==> config.mk <==
export PLATFORM = sky130hd
export DESIGN_NAME = sign_resolver
export DESIGN_NICKNAME = d
export VERILOG_FILES = /design/src/rtl/sign_resolver.sv
export SDC_FILE = /design/constraint.sdc
export NUM_CORES = 1
export LEC_CHECK = 0
export CORE_ASPECT_RATIO = 0.7
export CORE_MARGIN = 2
export CORE_UTILIZATION = 42
export CTS_CLUSTER_DIAMETER = 120
export DETAILED_ROUTE_END_ITERATION = 12
export PLACE_DENSITY = 0.72
export REMOVE_ABC_BUFFERS = 1
export SLEW_MARGIN = 20
export SYNTH_ARGS = -nofsm -noshare
export SYNTH_HDL_FRONTEND = slang
export SYNTH_SLANG_ARGS = --single-unit
==> constraint.sdc <==
create_clock -name clk -period 2.1 [get_ports clk]
set_clock_uncertainty 0.15 [all_clocks]
set_input_delay 0.21 -clock clk [delete_from_list [all_inputs] [get_ports clk]]
set_output_delay 0.21 -clock clk [all_outputs]
set_load 0.05 [all_outputs]
==> src/rtl/sign_resolver.sv <==
// sign_resolver: pairs in-order sign tags from the sign logic with adder
// magnitude results and produces the final sign of the sum.
//
// Tags {s_tmp, final_m[, rm]} are queued in a DEPTH-entry FIFO on the issue
// side. Each accepted adder result pops the head tag, resolves the sign and
// registers it into a one-entry output stage.
//
// Optional feature macro: SIGN_ZERO_RM_EN
//   defined   : rounding mode is stored with each tag, and an exact-zero
//               effective-subtraction result takes sign 1 under RDN (3'b010).
//   undefined : rm is not stored (tag is 2 bits) and that case is always +0.
//
// Handshakes: a transfer happens on a rising clk edge where valid && ready.
// Once valid is raised it is held, with its payload, until that transfer.
// ready never depends on the valid of the same interface.
module sign_resolver #(
  parameter int DEPTH = 4
) (
  input  logic                     clk,
  input  logic                     rst_n,
  input  logic                     iss_valid,
  output logic                     iss_ready,
  input  logic                     iss_s_tmp,
  input  logic                     iss_final_m,
  input  logic [2:0]               iss_rm,
  input  logic                     res_valid,
  output logic                     res_ready,
  input  logic                     res_borrow,
  input  logic                     res_zero,
  output logic                     out_valid,
  input  logic                     out_ready,
  output logic                     out_sign,
  output logic [$clog2(DEPTH):0]   occupancy
);

  localparam int AW = $clog2(DEPTH);
  localparam logic [AW:0] FULL_LEVEL = (AW+1)'(DEPTH);

`ifdef SIGN_ZERO_RM_EN
  localparam int TW = 5;
`else
  localparam int TW = 2;
`endif

  // Tag storage; bit 0 = s_tmp, bit 1 = final_m, bits 4:2 = rm when stored.
  logic [TW-1:0] mem [DEPTH];
  logic [AW-1:0] wptr;
  logic [AW-1:0] rptr;

  logic          push;
  logic          pop;
  logic [TW-1:0] wr_tag;
  logic [TW-1:0] head;
  logic          head_s_tmp;
  logic          head_final_m;
  logic          zero_sign;
  logic          res_sign;

  // Pack the incoming tag; rm is only kept when the zero-sign feature is on.
`ifdef SIGN_ZERO_RM_EN
  assign wr_tag = {iss_rm, iss_final_m, iss_s_tmp};
`else
  assign wr_tag = {iss_final_m, iss_s_tmp};
  logic unused_rm;
  assign unused_rm = ^iss_rm;
`endif

  // Ready terms come straight from registered state. iss_ready ignores a
  // same-cycle pop on purpose so a full buffer never accepts a tag.
  assign iss_ready = (occupancy < FULL_LEVEL);
  assign res_ready = (occupancy != '0) && (!out_valid || out_ready);

  assign push = iss_valid && iss_ready;
  assign pop  = res_valid && res_ready;

  // Resolve the sign of the current result against the head tag.
  always_comb begin
    head         = mem[rptr];
    head_s_tmp   = head[0];
    head_final_m = head[1];
`ifdef SIGN_ZERO_RM_EN
    zero_sign    = (head[4:2] == 3'b010);
`else
    zero_sign    = 1'b0;
`endif
    if (head_final_m) begin
      res_sign = head_s_tmp;
    end else if (res_zero) begin
      res_sign = zero_sign;
    end else begin
      res_sign = head_s_tmp ^ res_borrow;
    end
  end

  // Tag RAM write; contents need no reset because occupancy gates all reads.
  always_ff @(posedge clk) begin
    if (push) begin
      mem[wptr] <= wr_tag;
    end
  end

  // Pointer and occupancy bookkeeping; pointers wrap naturally (DEPTH is 2^AW).
  always_ff @(posedge clk or negedge rst_n) begin
    if (!rst_n) begin
      wptr      <= '0;
      rptr      <= '0;
      occupancy <= '0;
    end else begin
      if (push) begin
        wptr <= wptr + 1'b1;
      end
      if (pop) begin
        rptr <= rptr + 1'b1;
      end
      case ({push, pop})
        2'b10:   occupancy <= occupancy + 1'b1;
        2'b01:   occupancy <= occupancy - 1'b1;
        default: occupancy <= occupancy;
      endcase
    end
  end

  // One-entry output stage: load on a result handshake, drain on out_ready.
  always_ff @(posedge clk or negedge rst_n) begin
    if (!rst_n) begin
      out_valid <= 1'b0;
      out_sign  <= 1'b0;
    end else if (pop) begin
      out_valid <= 1'b1;
      out_sign  <= res_sign;
    end else if (out_ready) begin
      out_valid <= 1'b0;
    end
  end

endmodule

==> Word level (Yosys, flattened, before mapping) <==
Memories as Yosys holds them, arrays and structs flattened.
Index checks and enable logic that the tools add are counted.
{ "op_classes": {"n_addsub": 4, "order_cmp": 1, "eq_ne": 2, "n_mux": 7, "n_bitwise": 1, "reduce_logical": 8} }
{ "ops": {"columns": ["operator", "n"], "rows": [
  ["1-bit 2-to-1 mux", 6],
  ["3-bit one-hot mux with 2 select lines", 1],
  ["2-bit by 1-bit adder with 2-bit output (second input constant)", 2],
  ["2-bit nonzero test", 2],
  ["3-bit by 1-bit adder with 3-bit output (second input constant)", 1],
  ["1-bit logical AND", 3],
  ["3-bit < comparator (second input constant)", 1],
  ["3-bit nonzero test", 1],
  ["3-bit by 1-bit subtractor with 3-bit output (second input constant)", 1],
  ["2-bit by 1-bit == test with 1-bit output (second input constant)", 1],
  ["2-bit == test (second input constant)", 1],
  ["1-bit logical NOT", 1],
  ["1-bit logical OR", 1],
  ["1-bit XOR", 1]
]} }
{ "word_totals": {"ff_bits": 9, "mem_bits_rw": 8, "inputBits": 12, "output_inout_bits": 7, "wordCells": 29, "mem_count": 1} }
{ "memory_table": {"columns": ["memory", "words", "width", "rd", "rd_ports_with_merged_regs", "wr", "line_no", "source"], "rows": [
  ["mem", 4, 2, 1, 0, 1, "46", "logic [TW-1:0] mem [DEPTH];"]
]} }

==> Logic depth before layout (Yosys ltp) <==
Gate-level depths: netlist (run 1).
{ "logic_depth": {"ltp_word": 6, "ltp_mapped": 9, "mapped_depth_nobuf": 8} }

==> Worst setup path before layout (run 1) <==
OpenSTA, ideal clock, no wires.
{ "synth_path": {"path_type": "register to register", "from": "register occupancy[0]", "to": "register occupancy[2]", "t_arrival_ns": 2.214, "required_time_ns": 1.811, "slack_ns": -0.403, "stages_incl_launch_ff": 9, "path_buffers": 0, "path_cell_list": "dfrtp_1 nor3_1 nor3b_1 ha_1 inv_1 fa_1 xor2_1 nor2_1 xnor2_1"} }
{ "synth_between": {"elab_chain_len": 5} }
{ "synth_rtl": {"columns": ["item", "line_no", "source"], "rows": [
  ["from (decl)", "33", "output logic [$clog2(DEPTH):0] occupancy"],
  ["from (signal assigned)", "116", "2'b10: occupancy <= occupancy + 1'b1;"],
  ["from (signal assigned)", "117", "2'b01: occupancy <= occupancy - 1'b1;"],
  ["from (signal assigned)", "118", "default: occupancy <= occupancy;"],
  ["3-bit nonzero test *", "71", "assign res_ready = (occupancy != '0) && (!out_valid || out_ready);"],
  ["1-bit logical AND *", "71", null],
  ["1-bit logical AND *", "74", "assign pop = res_valid && res_ready;"],
  ["net pop", "51", "logic pop;"],
  ["2-bit by 1-bit == test with 1-bit output / 2-bit == test (equally long branches)", "115", "case ({push, pop})"],
  ["3-bit one-hot mux with 2 select lines / 2-bit nonzero test (equally long branches)", null, null]
]} }
The timed path passes the listed nets; every way through them passes the cells marked *.
A chain may end at the register's enable or synchronous reset.

==> Worst setup path in the final report (run 1) <==
{ "layout_path": {"from": "register out_valid", "to": "register occupancy[2]"} }
{ "layout_between": {"elab_chain_len": 6} }
{ "layout_rtl": {"columns": ["item", "line_no", "source"], "rows": [
  ["from (decl)", "30", "output logic out_valid,"],
  ["from (signal assigned)", "126", "out_valid <= 1'b0;"],
  ["from (signal assigned)", "129", "out_valid <= 1'b1;"],
  ["from (signal assigned)", "132", "out_valid <= 1'b0;"],
  ["1-bit logical NOT *", "71", null],
  ["1-bit logical OR *", "71", null],
  ["1-bit logical AND *", "71", null],
  ["1-bit logical AND *", "74", null],
  ["net pop", "51", null],
  ["2-bit by 1-bit == test with 1-bit output / 2-bit == test (equally long branches)", "115", null],
  ["3-bit one-hot mux with 2 select lines / 2-bit nonzero test (equally long branches)", null, null]
]} }
Marks and branches as above.

==> results of run 1 <==
## logic make-up (layout without fill, tap and decap cells)
kind of cell	count (synthesis)	after routing
mux	4	4
fa+ha+maj	6	6
compound gates	2	2
flops	17	17
buf+inv	8	33
simple gates	16	16
xor+xnor	6	6
## worst max path at each step
stage,start,to,slack (ns)
floorplan,occupancy[0],occupancy[2],-0.40
global placement,out_ready,occupancy[2],-0.23
detailed placement,out_ready,occupancy[2],-0.24
CTS,occupancy[2],iss_ready,0.04
global route,occupancy[1],occupancy[2],-0.006
finish,out_valid,occupancy[2],0.15
## Yosys cell counts
library cell	count
mux2i_1	1
nand2_1	3
nor3b_1	1
or2_2	1
mux4_2	2
nor3_1	1
clkbuf_1	1
xnor2_1	4
inv_1	7
or4b_1	1
nor2b_1	2
edfxtp_1	8
and2_1	4
nor2_1	3
o21ai_0	2
fa_1	1
xor2_1	2
dfrtp_1	9
mux2_1	1
ha_1	5
## layer usage
| layer | up-vias | part of all wire [%] |
|---|---|---|
| li1 | 242 | - |
| met1 | 227 | 47 |
| met2 | 9 | 47 |
| met3 | 2 | 5.2 |
| met4 | 0 | 0.68 |
| met5 | - | 0 |
## stage by stage
step / std cells / worst slack, ns
6_report: 106 / 0.150
4_1_cts: 105 / 0.0394
5_1_grt: 106 / -0.00566
3_3_place_gp: 101 / -0.234
2_1_floorplan: 58 / -0.403
3_5_place_dp: 101 / -0.236
## flip-flops by register name (all words and copies together) (netlist names)
register,count
mem,8
out_valid,1
occupancy,3
wptr,2
out_sign,1
rptr,2
## power by group through the flow
stage	Clock, uW	Combinational, uW	Sequential (uW)
6_report	166	852	531
5_1_grt	182	944	548
4_1_cts	172	844	534
3_5_place_dp	0	838	541
3_3_place_gp	0	818	538
2_1_floorplan	0	387	696
## critical path: stages, from the launching register on
cell,delay [ns]
dfrtp_1,0.39
nor2b_4,0.13
nor3b_2,0.23
ha_2,0.22
inv_1,0.05
fa_2,0.33
xor2_1,0.15
nor2_1,0.12
xnor2_1,0.12
## final cells by class
class	count	area share [%]
flip-flops and latches	17	43.2
multi-input cells	34	29.5
repair buffers	22	20.0
well taps	22	2.55
clock buffers	4	2.44
inverters	7	2.44
## timing repair
item,in CTS,in global routing
setup endpoints to repair,1,2
cloned,0,0
resized for setup,1,5
setup buffers,0,1
pin swaps,0,4
==> impl_metrics.json, run 1 <==
{
  "status": "completed",
  "grt_busiest_layer": "met2",
  "finalInstanceArea_um2": 1080,
  "drt_wl_total_mm": 1.17,
  "clock.fmax_mhz": 513,
  "drc": 0,
  "mappedNetlistArea_um2": 796,
  "die_w_um": 56.0,
  "power.share.switching_pct": 40.6,
  "postLayoutCoreUtil_pct": 59.2,
  "period_needed_ns": 1.95,
  "synth-xor-area-share_pct": 6.60,
  "grt_pass1_vias": 450,
  "grt_overflow": 0,
  "slew_violations": 0,
  "cts_max_path_buffers": 2,
  "synthTopCellsByArea": "edfxtp_1, dfrtp_1, ha_1",
  "clkPwrFrac_pct": 10.7,
  "grt_use_met2_pct": 18.8,
  "power.combinational.fraction_pct": 55.0,
  "power.leakage_uw": 0.000467,
  "num_vias": 480,
  "totalPowerFinal_uw": 1550,
  "dr.pass1.iters": 4,
  "ir_drop_v": 0.000753,
  "yosysWarnings": 0,
  "crit_path_end_kind": "register",
  "synth.distinct_cells": 20,
  "grt_start_max_net_pins": 10,
  "seq_area_um2": 465,
  "tightest_slew_ns": 0.505,
  "synthCells": 59,
  "clock_latency_ns": 0.28,
  "power.density_nw_per_um2": 1440,
  "cts_buffers": 3,
  "ant_nets": 0,
  "power_switching_uw": 629,
  "drive_gt1_share_pct": 21.4,
  "r2r.worst_path.cells": 8,
  "maxSlewHeadroom_pct": 66.2,
  "grt_antenna_before_repair": 0,
  "grtUsageMet1_pct": 16.3,
  "dp_hpwl_um": 956,
  "reg2reg_to": "occupancy[2]",
  "placed_area_um2": 1020,
  "critPathRequiredTime_ns": 2.17,
  "cap_violations": 0,
  "nets": 103,
  "yosys.area_share.simple_pct": 11.2,
  "final_common_cell": "clkdlybuf4s50_1",
  "pwr-share-seq_pct": 34.3,
  "hold_violations": 0,
  "core_um2": 1820,
  "portBuffers": 15,
  "gp_congestion": 0.648,
  "vias_per_cell": 4.53,
  "antenna_cells": 0,
  "r2r_setup_slack_ns": 0.15,
  "cts-hold-fix-buffers": 0,
  "synth_compound_area_share_pct": 1.26,
  "clockRootBuffer": "clkbuf_4",
  "grt_pass1_wl_mm": 2.00,
  "cp-start-kind": "register",
  "multi_input_area_um2": 318,
  "syn_avg_cell_area_um2": 13.5,
  "hp-class": "primary input to asynchronous set/reset pin",
  "synth_mux_area_share_pct": 8.33,
  "drt-initial-drc-count": 7,
  "ys_ff_latch": 17,
  "fill_cells": 158,
  "clk_pin_slew_worst_paths_ns": 0.09,
  "whs_ns": 0.0590,
  "grt_usage_pct": 12.5,
  "finalSetupViolCount": 0,
  "cts_tree": "yes",
  "use_met3_pct": 6.13,
  "final_cell_mix": "clkdlybuf4s50_1, dfrtp_1, edfxtp_1",
  "crit_type": "register to register",
  "start_util_pct": 43.7,
  "cp_max_fo": 2,
  "fp.dieH_um": 40.4,
  "rows": 13,
  "p_int_uw": 920,
  "yosys.area_share.adder_pct": 10.4,
  "synth_top_area_share_pct": 30.2,
  "setup_tns_ns": 0,
  "num_io_pins": 19,
  "dieArea_um2": 2260,
  "clkSinkCount": 17,
  "syn_to_final_growth_pct": 35.5,
  "r2r-start": "out_valid",
  "wire_per_inst_um": 11.1,
  "ys_seq_area_share_pct": 58.5,
  "synth_top_area_cell": "edfxtp_1",
  "synth_top_family_by_area": "simple AND/OR/NAND/NOR gates",
  "ctsHtreeMaxLevel": 1,
  "fin_crit_sh_pct": 92.9,
  "critPathArrivalTime_ns": 2.02
}
No activity file was read; power rests on OpenSTA's default activity.
==> inputs of run 2 (changes only) <==
- CORE_UTILIZATION: 42 -> 40
- PLACE_DENSITY: 0.72 -> 0.69
==> run 2 against run 1 <==
Effect of this change: clock power is 3% higher; sequential power about the same; combinational power is 2.5% lower; critical path depth stayed put; non-clock buffer count is 1 lower; wire length is 4.5% higher; utilization shrank 2.6 points; register-to-register slack got worse by 0.03 ns; clock-buffer cell count did not move; setup slack lost 0.032 ns; via count did not move; fmax fell by 1.6%; critical endpoint unchanged; largest cell class unchanged; largest power group unchanged.
==> impl_metrics.json, run 2 (synthesized netlist as in run 1, its figures left out) <==
{
  "status": "completed",
  "crit_path_end_kind": "register",
  "r2r.worst_path.cells": 8,
  "vias_per_cell": 4.57,
  "drive_gt1_share_pct": 16.9,
  "largestRegisters": "mem x8, occupancy x3",
  "nets": 102,
  "r2r_setup_slack_ns": 0.12,
  "place_ws_ns": -0.223,
  "final_cell_mix": "clkdlybuf4s50_1, dfrtp_1, edfxtp_1",
  "antenna_cells": 0,
  "hp-class": "primary input to asynchronous set/reset pin",
  "regMostFlops": "mem",
  "tightest_slew_ns": 0.499,
  "clockRootBuffer": "clkbuf_4",
  "rows": 13,
  "dieArea_um2": 2370,
  "period_needed_ns": 1.98,
  "ir_drop_v": 0.000800,
  "critPathRequiredTime_ns": 2.17,
  "clock.fmax_mhz": 504,
  "num_io_pins": 19,
  "reg2reg_to": "occupancy[2]",
  "dr.pass1.iters": 2,
  "cts_max_path_buffers": 2,
  "power.density_nw_per_um2": 1450,
  "postLayoutCoreUtil_pct": 56.6,
  "fp.dieH_um": 41.3,
  "grt_pass1_wl_mm": 1.97,
  "start_util_pct": 42.5,
  "totalPowerFinal_uw": 1530,
  "crit_start": "out_valid",
  "rsz0062_at_grt": "no",
  "fin_crit_sh_pct": 94.4,
  "grt_antenna_before_repair": 0,
  "syn_to_final_growth_pct": 33.0,
  "critPathArrivalTime_ns": 2.05,
  "grt_overflow": 0,
  "crit_path_end": "occupancy[2]",
  "placed_area_um2": 1020,
  "hold_violations": 0,
  "crit_type": "register to register",
  "dp_hpwl_um": 959,
  "drt_wl_total_mm": 1.23,
  "cts_tree": "yes",
  "wire_per_inst_um": 11.7,
  "finalSetupViolCount": 0,
  "r2r-start": "out_valid",
  "cp-start-kind": "register",
  "ctsHtreeMaxLevel": 1,
  "worst_slack_ns": 0.118,
  "power.leakage_uw": 0.000459,
  "cts_buffers": 3,
  "slew_violations": 0,
  "maxSlewHeadroom_pct": 66.6,
  "grt_pass1_vias": 439,
  "core_um2": 1870,
  "num_vias": 480,
  "drc": 0,
  "drt-initial-drc-count": 5,
  "finalInstanceArea_um2": 1060,
  "portBuffers": 15,
  "ant_nets": 0,
  "clk_pin_slew_worst_paths_ns": 0.09,
  "grt_usage_pct": 12.4,
  "largest_register_ffs": 8,
  "cts-hold-fix-buffers": 0,
  "gp_congestion": 0.646,
  "cap_violations": 0,
  "clock_latency_ns": 0.29,
  "clkSinkCount": 17,
  "cp_max_fo": 2,
  "final_common_cell": "clkdlybuf4s50_1",
  "die_w_um": 57.3,
  "grt_start_max_net_pins": 10
}
[run 2: cell count changes in the layout (fill, tap and decap cells not counted), sizes merged]
cell and change:
buf -1
[run 2: repair_timing]
item | in CTS | in global routing
pin swaps | 0 | 1
endpoints found under the setup margin | 1 | 2
gates resized for setup | 1 | 1
buffers inserted | 0 | 0
[run 2: stage by stage]
stage	hold slack (ns)	std cells	TNS, ns
6_report	0.0729	105	0
3_5_place_dp	0.331	101	-0.274
4_1_cts	0.0819	105	0
5_1_grt	0.0865	105	0
2_1_floorplan	-0.236	58	-0.636
3_3_place_gp	0.318	101	-0.139
[run 2: cell type report]
cell class	count	area [um2]
multi-input combinational	34	305
fill	159	812
timing repair buffer	21	208
inverter	7	26.3
clock buffer	4	26.3
sequential	17	465
tap	22	27.5
[run 2: routing by layer]
layer	vias up	share of wire, %	track usage, %
met5	-	0	0
met4	0	1.2	5.23
met3	2	6.0	6.79
met2	12	44	18.4
met1	220	49	15.3
li1	246	-	-
[run 2: critical path, cell delays in order, from the launching register on]
cell     delay, ns
dfrtp_1       0.38
nor2b_1       0.15
nor3b_2       0.23
ha_1          0.20
inv_1         0.05
fa_1          0.37
xor2_1        0.15
nor2_1        0.11
xnor2_1       0.13
[run 2: how the worst min path moves through the flow]
stage | slack [ns] | endpoint | cells past startpoint | start
2_1_floorplan | -0.24 | occupancy[0] | 0 | rst_n
3_3_place_gp | 0.32 | out_sign | 1 | out_sign
3_5_place_dp | 0.33 | out_sign | 1 | out_sign
4_1_cts | 0.08 | occupancy[1] | 1 | rst_n
5_1_grt | 0.09 | occupancy[0] | 1 | rst_n
6_report | 0.07 | occupancy[0] | 1 | rst_n
[run 2: power breakdown]
group | switching (uW) | total, uW | internal (uW)
logic | 463 | 831 | 368
registers | 71.2 | 532 | 461
clock network | 97.3 | 171 | 74.0
==> inputs of run 3 (changes only) <==
- ABC_CLOCK_PERIOD_IN_PS: default -> 2100
- CORE_UTILIZATION: 40 -> 32
- PLACE_DENSITY: 0.69 -> default
==> run 3 against run 2 <==
Effect of this change: global-route usage fell by 2.4 points; power grew 2.3%; worst hold slack got worse by 0.0014 ns; design area up 4.4%; sequential cell count unchanged; sequential share of layout area down 1.8 points; wire length rose by 1.3%; setup slack got worse by 0.016 ns; first-iteration DRC count grew 120%.
==> impl_metrics.json, run 3 (synthesized netlist as in run 1, its figures left out) <==
{
  "r2r_setup_slack_ns": 0.10,
  "critPathArrivalTime_ns": 2.06,
  "cp-start-kind": "register",
  "cp_max_fo": 2,
  "dr.pass1.iters": 2,
  "final_common_cell": "clkdlybuf4s50_1",
  "grt_pass1_wl_mm": 2.08,
  "syn_to_final_growth_pct": 38.8,
  "largest_register_ffs": 8,
  "cts-hold-fix-buffers": 0,
  "postLayoutCoreUtil_pct": 46.0,
  "clockRootBuffer": "clkbuf_4",
  "wire_per_inst_um": 10.3,
  "portBuffers": 15,
  "drive_gt1_share_pct": 24.4,
  "dp_hpwl_um": 968,
  "power.density_nw_per_um2": 1420,
  "whs_ns": 0.0715,
  "tightest_slew_ns": 0.506,
  "grt_start_max_net_pins": 11,
  "cts_max_path_buffers": 2,
  "maxSlewHeadroom_pct": 66.2,
  "drc": 0,
  "layoutNonFillerInstCount": 120,
  "die_w_um": 63.6,
  "ctsHtreeMaxLevel": 1,
  "num_io_pins": 19,
  "largestRegisters": "mem x8, occupancy x3",
  "num_vias": 485,
  "clkSinkCount": 17,
  "core_um2": 2400,
  "r2r.worst_path.cells": 8,
  "power.leakage_uw": 0.000476,
  "clock.fmax_mhz": 500,
  "clock_latency_ns": 0.28,
  "grt_use_met2_pct": 14.7,
  "grt_antenna_before_repair": 0,
  "finalInstanceArea_um2": 1100,
  "grtUsageMet1_pct": 13.4,
  "critPathRequiredTime_ns": 2.17,
  "crit_type": "register to register",
  "antenna_cells": 0,
  "finalSetupViolCount": 0,
  "cts_tree": "yes",
  "grt_overflow": 0,
  "clk_pin_slew_worst_paths_ns": 0.10,
  "gp_congestion": 0.633,
  "crit_path_end_kind": "register",
  "hold_violations": 0,
  "cts_buffers": 3,
  "grt_busiest_layer": "met2",
  "fin_crit_sh_pct": 95.2,
  "grt_usage_pct": 9.99,
  "use_met3_pct": 3.22,
  "rows": 15,
  "hp-class": "primary input to asynchronous set/reset pin",
  "drt_wl_total_mm": 1.24,
  "dp_cells": 113,
  "multi_input_area_um2": 313,
  "ir_drop_v": 0.000440,
  "final_cell_mix": "clkdlybuf4s50_1, dfrtp_1, buf_4",
  "cp_slowest_cell": "dfrtp_1",
  "nets": 105,
  "drt-initial-drc-count": 11,
  "grt_pass1_vias": 451,
  "path_cells": "nor2b_2, nor3b_2, ha_2, inv_1, fa_2, xor2_1, nor2_1, xnor2_1",
  "max_stage_delay_ns": 0.39,
  "seq_area_um2": 465,
  "start_util_pct": 33.1,
  "dieArea_um2": 2910,
  "slew_violations": 0,
  "status": "completed",
  "cap_violations": 0,
  "fill_cells": 251,
  "placed_area_um2": 1040,
  "regMostFlops": "mem",
  "fp.dieH_um": 45.7,
  "vias_per_cell": 4.04,
  "ant_nets": 0,
  "period_needed_ns": 2.00
}
[run 3: changes by cell type in the layout (fill, tap and decap cells not counted), sizes merged]
cell,change
clkinv,+1
buf,+3
clkbuf,-1
[run 3: area by class of cell]
| type | count | share of cell area [%] |
|---|---|---|
| clock buffer | 3 | 2.04 |
| clock inverter | 1 | 0.453 |
| inverter | 7 | 2.38 |
| multi-input combinational | 34 | 28.3 |
| sequential | 17 | 42.1 |
| tap | 34 | 3.85 |
| timing repair buffer | 24 | 20.8 |
[run 3: timing repair]
item | 4_1_cts | 5_1_grt
pin swaps | 0 | 3
gates cloned | 0 | 0
endpoints found under the setup margin | 1 | 2
resized for setup | 1 | 4
setup buffers | 0 | 3
[run 3: power by group]
group          internal (uW)  switching, uW
Sequential               461           72.6
Clock                   70.7            100
Combinational            396            470
Total                    927            643
[run 3: routing by layer]
metal / share of wire (%) / routed length, um
met1: 47 / 588
met2: 48 / 601
met3: 3.3 / 41
met4: 0.81 / 10
met5: 0 / 0
[run 3: path summary, 6_finish.rpt]
kind                                 to       from
min in group clk               out_sign   out_sign
hold reg to reg                out_sign   out_sign
setup reg to reg           occupancy[2]  out_valid
hold / removal             occupancy[0]      rst_n
max in group asynchronous       wptr[0]      rst_n
setup / recovery           occupancy[2]  out_valid
[run 3: worst max-delay path, delay by kind of cell (launching register included)]
family / cells / cell delay, ns
flops: 1 / 0.39
simple gates: 3 / 0.53
buf+inv: 1 / 0.05
fa+ha+maj: 2 / 0.55
xor+xnor: 2 / 0.27
[run 3: per-stage QoR]
step	setup WS, ns	setup TNS, ns	power, uW
2_1_floorplan	-0.403	-0.636	1080
3_3_place_gp	-0.232	-0.271	1360
3_5_place_dp	-0.257	-0.331	1380
4_1_cts	0.0295	0	1560
5_1_grt	-0.00484	-0.00484	1680
6_report	0.102	0	1570
